<file path="src/rtl/ti_roic_tx_emulator.sv">
// TI ROIC LVDS lane emulator: MSB-first word serializer with frame clock, training patterns and line framing.
// Optional internal ramp source is compiled in when `TI_ROIC_TX_TEST_PATTERN_EN is defined.
module ti_roic_tx_emulator #(
  parameter int                    DATA_WIDTH    = 24,
  parameter logic [DATA_WIDTH-1:0] PATTERN_1     = DATA_WIDTH'(24'hFFF000),
  parameter logic [DATA_WIDTH-1:0] PATTERN_2     = DATA_WIDTH'(24'hFF0000),
  parameter logic [DATA_WIDTH-1:0] FIRST_CH_MARK = DATA_WIDTH'(24'hA5A5A5),
  parameter int                    NUM_CH        = 256
) (
  input  logic                  clk,
  input  logic                  rst,
  input  logic                  train_en,
  input  logic                  line_start,
  input  logic [DATA_WIDTH-1:0] word_in,
  input  logic                  word_valid,
  output logic                  word_ready,
  input  logic                  tp_en,
  output logic                  ser_out,
  output logic                  fclk_out,
  output logic                  word_strobe,
  output logic                  busy,
  output logic                  line_done,
  output logic                  underflow
);

  localparam int BW = $clog2(DATA_WIDTH);
  localparam int CW = $clog2(NUM_CH + 1);
  localparam logic [BW-1:0] LAST_BIT = BW'(DATA_WIDTH - 1);
  localparam logic [BW-1:0] HALF_BIT = BW'(DATA_WIDTH / 2);
  localparam logic [CW-1:0] LAST_CH  = CW'(NUM_CH);

  localparam logic [0:0] ST_IDLE = 1'b0;
  localparam logic [0:0] ST_DATA = 1'b1;

  logic [0:0]            state, state_d;
  logic [BW-1:0]         bit_cnt, bit_nxt;
  logic [CW-1:0]         ch_cnt, ch_cnt_d;
  logic [DATA_WIDTH-1:0] shreg, shreg_d, word_sel;
  logic                  pending, pending_d;
  logic                  train_ph, train_ph_d;
  logic                  underflow_d;
  logic                  boundary, in_line, line_end, ramp_active;

`ifdef TI_ROIC_TX_TEST_PATTERN_EN
  logic        tp_line, tp_line_d;
  logic [11:0] line_cnt, line_cnt_d;
  logic [11:0] ch_lo;
  logic [23:0] ramp_word;

  assign ch_lo       = 12'(ch_cnt);
  assign ramp_word   = {line_cnt, ch_lo};
  assign ramp_active = tp_line;
`else
  logic unused_tp;

  assign unused_tp   = tp_en;
  assign ramp_active = 1'b0;
`endif

  // A word boundary is the edge that ends the last bit of the current word.
  assign boundary = (bit_cnt == LAST_BIT);
  assign bit_nxt  = boundary ? '0 : bit_cnt + BW'(1);
  assign in_line  = (state == ST_DATA) && (ch_cnt != LAST_CH);
  assign line_end = (state == ST_DATA) && (ch_cnt == LAST_CH);

  always_comb begin
    // NOTE: every variable gets a default up front so no path leaves one unassigned and infers a latch.
    state_d     = state;
    ch_cnt_d    = ch_cnt;
    word_sel    = '0;
    pending_d   = pending | ((state == ST_IDLE) & line_start);
    train_ph_d  = train_en & train_ph;
    underflow_d = underflow;
    shreg_d     = shreg << 1;
`ifdef TI_ROIC_TX_TEST_PATTERN_EN
    tp_line_d   = tp_line;
    line_cnt_d  = line_cnt;
`endif
    if (boundary) begin
      if (in_line) begin
        ch_cnt_d = ch_cnt + CW'(1);
`ifdef TI_ROIC_TX_TEST_PATTERN_EN
        if (tp_line)         word_sel = DATA_WIDTH'(ramp_word);
        else if (word_valid) word_sel = word_in;
        else                 underflow_d = 1'b1;
`else
        if (word_valid) word_sel = word_in;
        else            underflow_d = 1'b1;
`endif
      end else begin
`ifdef TI_ROIC_TX_TEST_PATTERN_EN
        if (line_end) line_cnt_d = line_cnt + 12'd1;
`endif
        // Idle rules also apply right after the last channel word of a line.
        if (pending_d) begin
          state_d    = ST_DATA;
          ch_cnt_d   = '0;
          word_sel   = FIRST_CH_MARK;
          pending_d  = 1'b0;
          train_ph_d = 1'b0;
`ifdef TI_ROIC_TX_TEST_PATTERN_EN
          tp_line_d  = tp_en;
`endif
        end else begin
          state_d = ST_IDLE;
          if (train_en) begin
            word_sel   = train_ph ? PATTERN_2 : PATTERN_1;
            train_ph_d = ~train_ph;
          end
        end
      end
      shreg_d = word_sel << 1;
    end
  end

  // NOTE: sequential state uses non-blocking assignments so every register samples pre-edge values.
  always_ff @(posedge clk) begin
    if (rst) begin
      state       <= ST_IDLE;
      bit_cnt     <= LAST_BIT;
      ch_cnt      <= '0;
      shreg       <= '0;
      pending     <= 1'b0;
      train_ph    <= 1'b0;
      underflow   <= 1'b0;
      ser_out     <= 1'b0;
      fclk_out    <= 1'b0;
      word_strobe <= 1'b0;
      busy        <= 1'b0;
      word_ready  <= 1'b0;
      line_done   <= 1'b0;
    end else begin
      state       <= state_d;
      bit_cnt     <= bit_nxt;
      ch_cnt      <= ch_cnt_d;
      shreg       <= shreg_d;
      pending     <= pending_d;
      train_ph    <= train_ph_d;
      underflow   <= underflow_d;
      ser_out     <= boundary ? word_sel[DATA_WIDTH-1] : shreg[DATA_WIDTH-1];
      fclk_out    <= (bit_nxt < HALF_BIT);
      word_strobe <= boundary;
      busy        <= (state_d == ST_DATA);
      // Ready/done are raised for the last bit of the word preceding the slot / ending the line.
      word_ready  <= (bit_nxt == LAST_BIT) && in_line && !ramp_active;
      line_done   <= (bit_nxt == LAST_BIT) && line_end;
    end
  end

`ifdef TI_ROIC_TX_TEST_PATTERN_EN
  always_ff @(posedge clk) begin
    if (rst) begin
      tp_line  <= 1'b0;
      line_cnt <= '0;
    end else begin
      tp_line  <= tp_line_d;
      line_cnt <= line_cnt_d;
    end
  end
`endif

endmodule

</file>
<file path="config.mk">
export PLATFORM = sky130hd
export DESIGN_NAME = ti_roic_tx_emulator
export DESIGN_NICKNAME = d
export VERILOG_FILES = /design/src/rtl/ti_roic_tx_emulator.sv
export SDC_FILE = /design/constraint.sdc
export NUM_CORES = 1
export LEC_CHECK = 0
export ABC_AREA = 0
export BUFFER_PORTS_ARGS = -buffer_cell sky130_fd_sc_hd__clkbuf_2
export CAP_MARGIN = 20
export CORE_MARGIN = 3
export CORE_UTILIZATION = 55
export CTS_CLUSTER_SIZE = 12
export DETAILED_ROUTE_END_ITERATION = 7
export GPL_ROUTABILITY_DRIVEN = 0
export GPL_TIMING_DRIVEN = 0
export HOLD_SLACK_MARGIN = 0.02
export PLACE_DENSITY = 0.86
export SLEW_MARGIN = 10
export SYNTH_ARGS = -nofsm -noshare
export SYNTH_HDL_FRONTEND = slang
export SYNTH_SLANG_ARGS = --single-unit
</file>
<file path="constraint.sdc">
create_clock -name clk -period 2.1 [get_ports clk]
set_input_delay 0.42 -clock clk [delete_from_list [all_inputs] [get_ports clk]]
set_output_delay 0.42 -clock clk [all_outputs]
set_load 0.01 [all_outputs]
</file>
==> metrics.md <==
| Metric | Value |
|---|---|
| Status | `finished, final reports clean` |
| Clock power share | `23.6%` |
| Cell area power density | `964 nW/µm²` |
| Gate power share | `28.8%` |
| Core Area | `3470 µm²` |
| Switching fraction of total power | `34.5%` |
| Initial antenna violation count | `0` |
| Power Total | `2.29 mW` |
| Cell Int Power | `1.50 mW` |
| Number of global-route vias before repair | `1769` |
| CP Max Fanout | `10` |
| Crit Path Category | `reg2reg` |
| Grt total ovfl | `0` |
| Vias/cell | `6.05` |
| DR DRC count | `0` |
| Final Hold Vio Count | `0` |
| Longest Clk Path Bufs | `2` |
| Share of cells above drive strength 1 | `23.1%` |
| Buffers on Ports | `35` |
| Fin util | `68.4%` |
| Number of diodes | `0` |
| Die Ht | `67.2 µm` |
| Slew Limit Fails | `0` |
| Root Buffer | `clkbuf_8` |
| # hold bufs at CTS | `0` |
| Drt wl/cell | `15.3 µm` |
| Chip width | `67.2 µm` |
| Largest net degree at the start of global routing | `15` |
| CTS tree | `built` |
| Total routed wirelength | `4890 µm` |
| Critical path endpoint category | `flop` |
| Slowest CP cell | `clkbuf_1` |
| Max transition margin | `63.8%` |
| Non-Filler Instances | `319` |
| Required @ worst endpoint | `2.33 ns` |
| Worst setup SP type | `flop` |
| Worst slew pin tran | `0.543 ns` |
| Setup tns final | `0 ns` |
| Final setup fails | `0` |
| IO Pins | `37` |
| Synth Warn # | `0` |
| Synth Net Count | `265` |
| Async set or reset register ratio after synthesis | `0%` |
| TritonCTS Sinks | `46` |
| Psw | `0.788 mW` |
| First-pass GRT wire length | `7860 µm` |
| CTS Buf Count | `5` |
| 1st-pass router iterations | `4` |
| Hold path cells | `3` |
| Max Freq | `0.502 GHz` |
| Critical path data arrival time | `2.22 ns` |
| Hold Path Class | `in2reg` |
| Maximum vdd drop | `614 µV` |
| Total Routing Usage GR | `23.2%` |
| R2R cell count | `6` |
| Synth-to-Final Area Change | `15.3%` |
| Layout Nets | `306` |
| Max-Cap Viols | `0` |
| DP Area | `2290 µm²` |
| Post-synthesis cell area | `2060 µm²` |
| Reg clk slew, reported paths | `0.09 ns` |
| Final min period | `1.99 ns` |
| Crit-path cells | `ha_1 > and4b_2 > buf_6 > clkbuf_1 > nand4b_1 > a211oi_1` |
| Seq pwr share | `47.6%` |
| Post-Place Cells | `312` |
| Final period util | `94.9%` |
| Starting Density | `59.3%` |
| Post-DP HPWL | `3350 µm` |
| Fin Clk Skew | `0.0107 ns` |
| Synthesized netlist cell count | `231` |
| H-tree depth | `2` |
| CP Depth | `6` |
| Post-synth EDFFs | `0` |
| Synth Register Bits | `46` |
| CP peak stage delay | `0.43 ns` |
| DR iter-0 viols | `152` |
| Ys flop type | `dfxtp_1` |
| CP Buf/Inv Count | `2` |
| CP delay by family, top | `buffers and inverters` |
| Distinct cell type count after synthesis | `45` |
| RSZ-0062 raised after global routing | `no` |
| Die ar. | `4510 µm²` |
| Final instance area | `2370 µm²` |
| Via count | `1930` |
| Row cnt | `21` |
| Mean post-synth cell area | `8.91 µm²` |
| Antenna viol nets, final | `0` |
| Sequential fraction of the synthesis area | `44.7%` |
| Static Leak | `0.896 nW` |
| Clk Latency, worst-skew pair | `0.31 ns` |
## cell type report
class	count	area, µm²
plain buffers	16	110
clock buffers	6	72.6
clock inverters	2	13.8
fillers	312	1090
inverters	8	30.0
multi-input cells	160	993
flip-flops and latches	46	921
well taps	46	57.6
repair buffers	35	175
## synthesized netlist by cell type (2+ instances only)
master	instances	area, µm²
a31oi_1	14	87.6
a211o_2	3	30.0
a211oi_1	3	22.5
o21ai_0	21	105
nand2b_1	2	12.5
inv_1	8	30.0
o21a_1	2	15.0
nor2_1	7	26.3
and2_1	6	37.5
nand4_1	3	18.8
buf_6	5	56.3
nand3_1	23	115
nor3b_1	2	15.0
ha_1	4	50.1
dfxtp_1	46	921
clkbuf_1	9	33.8
a21oi_1	23	115
nor4_1	2	12.5
nand2_1	20	75.1
nand4b_1	3	26.3
## metrics by stage
step                hold WS (ns)  setup slack [ns]
detailed placement         0.433             0.133
floorplan                  0.417             0.385
CTS                        0.332             0.105
global placement           0.432             0.124
finish                     0.329             0.107
global route               0.336            0.0108
## registers in the layout, indices dropped and copies added (netlist names)
register / flops
underflow: 1
pending: 1
word_strobe: 1
state: 1
ch_cnt: 9
word_ready: 1
line_done: 1
bit_cnt: 5
ser_out: 1
shreg: 23
train_ph: 1
fclk_out: 1
## repair_timing
item                                    CTS  global route
gates resized for setup                   0             4
endpoints found under the setup margin    0            11
buffers inserted                          0             0
## worst reg2reg max path: stages (launching register included)
cell,delay [ns]
dfxtp_1,0.40
ha_1,0.27
and4b_2,0.27
buf_6,0.13
clkbuf_1,0.43
nand4b_1,0.18
a211oi_1,0.24
## power by group through the flow
stage | logic (mW) | registers [mW] | clock network (mW)
final | 0.658 | 1.09 | 0.540
after CTS | 0.669 | 1.07 | 0.535
after global placement | 0.654 | 1.09 | 0
after detailed placement | 0.666 | 1.09 | 0
after global routing | 0.728 | 1.10 | 0.576
after floorplan | 0.471 | 1.09 | 0
## final timing paths
kind | startpoint | endpoint | slack (ns)
worst min-delay path | word_in[22] | shreg[23]$_SDFF_PP0_ | 0.33
worst max-delay path | bit_cnt[0]$_SDFF_PP1_ | train_ph$_SDFF_PP0_ | 0.11
worst max register to register | bit_cnt[0]$_SDFF_PP1_ | train_ph$_SDFF_PP0_ | 0.11
worst min register to register | shreg[1]$_SDFF_PP0_ | shreg[2]$_SDFF_PP0_ | 0.45
## placed cells by master, fill, tap and decap left out, types with 3 or more instances in the layout
master     n
dfxtp_1   46
clkbuf_2  36
nand3_1   23
a21oi_1   23
o21ai_0   20
nand2_1   20
a31oi_1   14
clkbuf_1   9
inv_1      8
nor2_1     7
clkbuf_8   6
and2_1     6
buf_6      5
ha_1       4
a211oi_1   3
nand4_1    3
a211o_2    3
nand4b_1   3
## cells by family after synthesis
family | Yosys count | synth area share, %
flip-flops | 46 | 44.7
AND/OR/NAND/NOR | 76 | 19.8
buffers and inverters | 25 | 7.23
AO/OA/AOI/OAI | 78 | 24.9
adder cells (fa/ha/maj) | 4 | 2.43
XOR/XNOR | 2 | 0.851
## per-layer routing
| metal | up-vias | routed length, µm | GRT usage [%] |
|---|---|---|---|
| met5 | - | 0 | 0 |
| met4 | 0 | 65 | 10.1 |
| met3 | 7 | 319 | 5.16 |
| met2 | 73 | 2340 | 38.4 |
| met1 | 933 | 2170 | 28.9 |
| li1 | 917 | - | - |
Note: power is estimated with default switching activity, not from simulation.
